[src/rtl/m68k_bridge_pkg.sv]
// Shared types and counter widths for the 68000 asynchronous-bus bridge.
package m68k_bridge_pkg;

    localparam int unsigned DLY_W = 4;
    localparam int unsigned TMO_W = 8;

    typedef enum logic [2:0] {
        ST_IDLE = 3'd0,
        ST_SLOT = 3'd1,
        ST_RD   = 3'd2,
        ST_WR   = 3'd3,
        ST_ACK  = 3'd4,
        ST_BERR = 3'd5
    } bridge_state_t;

    function automatic logic in_access(input bridge_state_t s);
        return (s == ST_SLOT) || (s == ST_RD) || (s == ST_WR);
    endfunction

endpackage

[src/rtl/m68k_bus_bridge_p_sync.sv]
// Multi-flop synchroniser for one asynchronous CPU strobe, with a selectable reset level.
module bus_sync #(
    parameter int unsigned STAGES    = 2,
    parameter logic        RESET_VAL = 1'b1
) (
    input  logic clk28m,
    input  logic _reset,
    input  logic d,
    output logic q
);

    logic [STAGES-1:0] chain;

    always_ff @(posedge clk28m or negedge _reset) begin
        if (!_reset) begin
            chain <= {STAGES{RESET_VAL}};
        end else begin
            chain <= {chain[STAGES-2:0], d};
        end
    end

    assign q = chain[STAGES-1];

endmodule

[src/rtl/m68k_bus_bridge_p.sv]
// 68000 asynchronous bus to internal bus bridge: strobe sync, cck-gated access
// windows, /DTACK generation, bus-error timeout and abort on early /AS release.
module m68k_bus_bridge_p
    import m68k_bridge_pkg::*;
#(
    parameter int unsigned ADDR_W      = 23,
    parameter int unsigned SYNC_STAGES = 2,
    parameter int unsigned RD_DELAY    = 3,
    parameter int unsigned WR_DELAY    = 3,
    parameter bit          WAIT_CCK    = 1'b1,
    parameter int unsigned TIMEOUT     = 255
) (
    input  logic              clk28m,
    input  logic              _reset,
    input  logic              _as,
    input  logic              r_w,
    input  logic              _uds,
    input  logic              _lds,
    input  logic [ADDR_W:1]   address,
    input  logic [15:0]       cpu_data_i,
    output logic [15:0]       cpu_data_o,
    output logic              cpu_data_oe,
    output logic              _dtack,
    output logic              _berr,
    output logic              rd,
    output logic              hwr,
    output logic              lwr,
    output logic [ADDR_W:1]   address_out,
    output logic [15:0]       data_out,
    input  logic [15:0]       data_in,
    input  logic              cck,
    input  logic              dbs,
    output logic              bls,
    output logic              busy
);

    logic as_s, rw_s, uds_s, lds_s;

    bus_sync #(.STAGES(SYNC_STAGES), .RESET_VAL(1'b1)) u_sync_as  (.clk28m(clk28m), ._reset(_reset), .d(_as),  .q(as_s));
    bus_sync #(.STAGES(SYNC_STAGES), .RESET_VAL(1'b1)) u_sync_rw  (.clk28m(clk28m), ._reset(_reset), .d(r_w),  .q(rw_s));
    bus_sync #(.STAGES(SYNC_STAGES), .RESET_VAL(1'b1)) u_sync_uds (.clk28m(clk28m), ._reset(_reset), .d(_uds), .q(uds_s));
    bus_sync #(.STAGES(SYNC_STAGES), .RESET_VAL(1'b1)) u_sync_lds (.clk28m(clk28m), ._reset(_reset), .d(_lds), .q(lds_s));

    bridge_state_t    state;
    logic [DLY_W-1:0] dly_cnt;
    logic [TMO_W-1:0] tmo_cnt;
    logic             rw_l, uds_l, lds_l;

    logic cck_ok, rd_last, wr_last, win_last, tmo_exp;

    assign cck_ok   = !WAIT_CCK || !cck;
    assign rd_last  = (dly_cnt == DLY_W'(RD_DELAY - 1));
    assign wr_last  = (dly_cnt == DLY_W'(WR_DELAY - 1));
    assign win_last = (state == ST_RD) ? rd_last : wr_last;
    assign tmo_exp  = (TIMEOUT != 0) && (tmo_cnt == TMO_W'(1));

    assign bls  = dbs & in_access(state);
    assign busy = (state != ST_IDLE);

    always_ff @(posedge clk28m or negedge _reset) begin
        if (!_reset) begin
            state       <= ST_IDLE;
            dly_cnt     <= '0;
            tmo_cnt     <= '0;
            rw_l        <= 1'b1;
            uds_l       <= 1'b1;
            lds_l       <= 1'b1;
            rd          <= 1'b0;
            hwr         <= 1'b0;
            lwr         <= 1'b0;
            _dtack      <= 1'b1;
            _berr       <= 1'b1;
            cpu_data_oe <= 1'b0;
            cpu_data_o  <= '0;
            address_out <= '0;
            data_out    <= '0;
        end else begin
            case (state)
                ST_IDLE: begin
                    if (!as_s) begin
                        address_out <= address;
                        data_out    <= cpu_data_i;
                        rw_l        <= rw_s;
                        uds_l       <= uds_s;
                        lds_l       <= lds_s;
                        tmo_cnt     <= TMO_W'(TIMEOUT);
                        dly_cnt     <= '0;
                        state       <= ST_SLOT;
                    end
                end
                ST_SLOT: begin
                    if (as_s) begin
                        state <= ST_IDLE;
                    end else if (tmo_exp) begin
                        state <= ST_BERR;
                        _berr <= 1'b0;
                    end else begin
                        if (TIMEOUT != 0) tmo_cnt <= tmo_cnt - TMO_W'(1);
                        if (cck_ok) begin
                            dly_cnt <= '0;
                            if (rw_l) begin
                                state <= ST_RD;
                                rd    <= 1'b1;
                            end else begin
                                state <= ST_WR;
                                hwr   <= ~uds_l;
                                lwr   <= ~lds_l;
                            end
                        end
                    end
                end
                ST_RD, ST_WR: begin
                    // Priority: abort, then completion, then timeout, then cck restart.
                    if (as_s) begin
                        state <= ST_IDLE;
                        rd    <= 1'b0;
                        hwr   <= 1'b0;
                        lwr   <= 1'b0;
                    end else if (cck_ok && win_last) begin
                        if (state == ST_RD) cpu_data_o <= data_in;
                        state <= ST_ACK;
                        rd    <= 1'b0;
                        hwr   <= 1'b0;
                        lwr   <= 1'b0;
                    end else if (tmo_exp) begin
                        state <= ST_BERR;
                        _berr <= 1'b0;
                        rd    <= 1'b0;
                        hwr   <= 1'b0;
                        lwr   <= 1'b0;
                    end else begin
                        if (TIMEOUT != 0) tmo_cnt <= tmo_cnt - TMO_W'(1);
                        if (cck_ok) begin
                            dly_cnt <= dly_cnt + DLY_W'(1);
                        end else begin
                            dly_cnt <= '0;
                            state   <= ST_SLOT;
                            rd      <= 1'b0;
                            hwr     <= 1'b0;
                            lwr     <= 1'b0;
                        end
                    end
                end
                ST_ACK: begin
                    if (as_s) begin
                        state       <= ST_IDLE;
                        _dtack      <= 1'b1;
                        cpu_data_oe <= 1'b0;
                    end else begin
                        _dtack      <= 1'b0;
                        cpu_data_oe <= rw_l;
                    end
                end
                ST_BERR: begin
                    if (as_s) begin
                        state <= ST_IDLE;
                        _berr <= 1'b1;
                    end
                end
                default: state <= ST_IDLE;
            endcase
        end
    end

endmodule

[config.mk]
export PLATFORM = sky130hd
export DESIGN_NAME = m68k_bus_bridge_p
export DESIGN_NICKNAME = d
export VERILOG_FILES = /design/src/rtl/m68k_bridge_pkg.sv /design/src/rtl/m68k_bus_bridge_p_sync.sv /design/src/rtl/m68k_bus_bridge_p.sv
export SDC_FILE = /design/constraint.sdc
export NUM_CORES = 1
export LEC_CHECK = 0
export CAP_MARGIN = 15
export CELL_PAD_IN_SITES_DETAIL_PLACEMENT = 1
export CELL_PAD_IN_SITES_GLOBAL_PLACEMENT = 2
export CORE_AREA = 3 3 135 124
export CTS_CLUSTER_DIAMETER = 120
export DETAILED_ROUTE_END_ITERATION = 12
export DIE_AREA = 0 0 138 127
export PLACE_DENSITY_LB_ADDON = 0.15
export SYNTH_ARGS = -nofsm -noshare
export SYNTH_HDL_FRONTEND = slang
export SYNTH_HIERARCHICAL = 1
export SYNTH_SLANG_ARGS = --single-unit
[constraint.sdc]
create_clock -name clk28m -period 1.9 [get_ports clk28m]
set_clock_uncertainty 0.1 [all_clocks]
set_input_delay 0.38 -clock clk28m [delete_from_list [all_inputs] [get_ports clk28m]]
set_output_delay 0.38 -clock clk28m [all_outputs]
set_load 0.01 [all_outputs]
==> summary.txt <==
Outcome
  – Status: finished, violations left
  – Failing checks: negative setup slack

Power
  – VDD IR-drop max: 0.0006355 V
  – Int Pwr: 0.005129 W
  – Clk pwr share: 22.8%
  – Sequential Power Share: 36.3%
  – Lkg Pwr: between 2 and 3 nW
  – Combinational Power Share: 40.9%
  – PwrDens: between 1000 and 1500 mW/mm^2
  – Sw power: 0.002536 W
  – Sw Share: 33.09%

STA
  – Fin. Hold Viols: 0
  – Final Slew Violations: 0
  – Final setup fails: 33
  – RSZ-0062 raised after global routing: true
  – Actual slew at the worst max-slew pin: 0.3976 ns
  – Slew HR: 73.44%
  – Final Cycle Share: 107.0%
  – FMAX: 492.0 MHz
  – Hold_ws: 0.2551 ns
  – Final worst setup slack: -0.1327 ns
  – Period minus WS final: 2.033 ns

Global routing
  – Gr usage total: 13.44%
  – First-pass GRT wire length: 18,810 um
  – Antenna violations before repair: 0
  – Vias in the first global route: 3,605
  – Pin count of the biggest net entering global routing: 47
  – Overflow after GRT: 0

Routing
  – M1 WL: between 4000 and 5000 um
  – DRC Markers: 0
  – WL met2: around 5700 um
  – Post-DR vias/cell: 4.396
  – Top sig layer: met4
  – Met3 WL: between 800 and 900 um
  – Routed wire length: 11,600 um
  – DRT iter0 DRCs: slightly above 70
  – Drt wl/cell: about 16 um
  – ANT nets after route: 0
  – Via count: approximately 3,300
  – Detailed-router iteration count before antenna repair: 4

Logic synthesis
  – Count leader, synth: nand2_1
  – Most common flop cell mapped by yosys: dfrtp_1
  – Syn. warnings: 6
  – Synth top area share: 50.02%
  – Post-Syn Nets: 432
  – Netlist Area Pre-Place: around 0.0037 sq mm
  – Mean Syn Cell Area: 10.14 sq um
  – Unique masters post-synth: 52
  – Async SR Flop Fraction: 100.0%
  – Post-synth top cells: nand2_1 (136), dfrtp_1 (74), dfstp_2 (13)
  – Area leader, netlist: dfrtp_1
  – Register bit count reported by yosys: 87
  – Sequential area share after synthesis: 59.24%
  – EDFF count, synth: 0
  – Synth area leaders: dfrtp_1 (50%), nand2_1 (14%), dfstp_2 (9.2%)
  – Post-Synthesis Cells: 365

Setup path
  – Buf/Inv on CP: 0
  – Cell family with most CP delay: simple AND/OR/NAND/NOR gates
  – Reg2reg setup slack: -0.13 ns
  – Crit path kind: reg -> reg
  – Critical Path Source Type: flip-flop
  – Critical Path Slowest Stage Cell: or4_4
  – CP Data Arrival Time: around 2.2 ns
  – CP Cell Sequence: or4_4 > or3_4 > a211o_1 > o21ai_2
  – R2R Path End: state[2]
  – Cells on worst reg2reg path: 4
  – Critical Path RT: around 2.1 ns
  – Max incr delay on CP: around 0.58 ns
  – Worst Setup End Kind: flip-flop
  – CP max FO: 8
  – Worst r2r src: tmo_cnt[3]

Worst hold path
  – Hold path endpoint: u_sync_lds/chain[1]
  – WHS Path Cells: 0
  – Worst hold start: u_sync_lds/chain[0]
  – Hold Crit Class: reg -> reg

Run
  – Max Cap Violations: 0

Layout
  – Layout area overhead: 64.85%
  – Layout cells sized above 1: 26.24%
  – Finished Layout Cells: about 750
  – Final nets: 607
  – Diode count: 0

CTS
  – Clock insertion delay at the later pin of the skew report: between 0.3 and 0.4 ns
  – Total CTS buffers: 9
  – CTS tree: yes
  – Total clock sinks: 87
  – Clock slew at reported path FFs: 0.07 ns
  – CTS H-tree lvls: 3
  – Root buffer cell: clkbuf_16
  – Clk buf depth: 2

Placed design
  – Placer Congestion: 0.8324
  – Port Buffers: 125
  – Placed cells: 719
  – DP HPWL: around 8300 um

Die
  – Starting Density: 24.06%
  – Io pins: 126
  – Row Count: 43
  – Die Wd: roughly 140 um
  – Die Area: 0.01753 sq mm
  – Core footprint: 0.01539 sq mm
  – Die Y: 127 um
## logic make-up after synthesis
group,share of synthesized area (%)
AO/OA/AOI/OAI,6.624
adder cells (fa/ha/maj),1.352
AND/OR/NAND/NOR,23.39
buffers and inverters,3.345
multiplexers,6.049
flip-flops,59.24
## worst max path at each step
stage | endpoint | start | depth (start not counted) | slack (ns)
after global placement | dly_cnt[3] | cck | 5 | -0.43
after detailed placement | tmo_cnt[4] | cck | 6 | -0.47
after floorplan | state[1] | tmo_cnt[5] | 5 | -0.07
final | state[2] | tmo_cnt[3] | 4 | -0.13
after CTS | state[2] | tmo_cnt[2] | 4 | -0.10
after global routing | state[0] | tmo_cnt[1] | 7 | -0.17
## area by class of cell
type	count	area, sq um
flip-flops and latches	87	2195
clock buffers	11	252.7
repair buffers	183	1765
clock inverters	5	38.79
inverters	7	26.28
fillers	1737	9284
well taps	202	252.7
multi-input cells	252	1573
## power groups by stage
stage | combinational, W | clock [W] | sequential (W)
after floorplan | 0.000998 | 0 | 0.00301
after global placement | 0.00303 | 0 | 0.00279
after detailed placement | 0.00307 | 0 | 0.00281
after CTS | 0.00316 | 0.00183 | 0.00279
after global routing | 0.00346 | 0.00191 | 0.00286
final | 0.00314 | 0.00174 | 0.00278
## routing by layer
layer | vias to the layer above | global-route usage (%)
met5 | - | 0
met4 | 0 | 4.358
met3 | 12 | 5.651
met2 | 81 | 23.13
met1 | 1623 | 15.21
li1 | 1568 | -
## timing repair
item | CTS | global route
resized for setup | 27 | 28
hold buffers | 1 | 0
buffers inserted | 8 | 4
pin swaps | 10 | 9
setup endpoints to repair | 39 | 36
hold endpoints to repair | 16 | 0
## worst register-to-register path: cells and delay by family (launching register included)
kind            cells  cell delay [ns]
simple gates        2             1.06
flops               1             0.39
compound gates      2             0.41
## flip-flops by register name (all words and copies together), names as in the netlist
| name | flops |
|---|---|
| state | 3 |
| tmo_cnt | 8 |
| u_sync_as/chain | 2 |
| hwr | 1 |
| data_out | 16 |
| _dtack | 1 |
| dly_cnt | 4 |
| u_sync_lds/chain | 2 |
| lds_l | 1 |
| cpu_data_o | 16 |
| cpu_data_oe | 1 |
| uds_l | 1 |
| rw_l | 1 |
| address_out | 23 |
| _berr | 1 |
| u_sync_uds/chain | 2 |
| lwr | 1 |
| u_sync_rw/chain | 2 |
| rd | 1 |
## through the flow
| step | instance area, sq um | setup WS [ns] | util [%] | total power [W] | TNS (ns) |
|---|---|---|---|---|---|
| after CTS | 5977 | -0.1020 | 38.84 | 0.007776 | -2.081 |
| after global routing | 6103 | -0.1706 | 39.67 | 0.008233 | -4.543 |
| final | 6103 | -0.1327 | 39.67 | 0.007666 | -2.306 |
| after detailed placement | 5570 | -0.4660 | 36.20 | 0.005880 | -12.13 |
| after floorplan | 3766 | -0.07306 | - | 0.004008 | -0.7254 |
| after global placement | 5570 | -0.4329 | 36.20 | 0.005818 | -10.43 |
## cells in the final DEF, fill, tap and decap left out, types with 3 or more instances in the layout
cell type	count
o21ai_0	4
a31oi_1	3
mux2_2	7
mux2_4	12
inv_2	3
nor4_1	3
dfrtp_1	73
clkdlybuf4s50_1	119
inv_1	4
o22a_1	3
nor2_1	9
o31ai_1	3
nand2_1	135
dfstp_2	13
dlygate4sd2_1	3
o21ai_1	3
buf_4	45
clkbuf_16	9
buf_12	5
nand3_1	9
or4_4	3
or3b_4	3
buf_6	8
a21oi_1	5
Note: power is estimated with default switching activity, not from simulation.
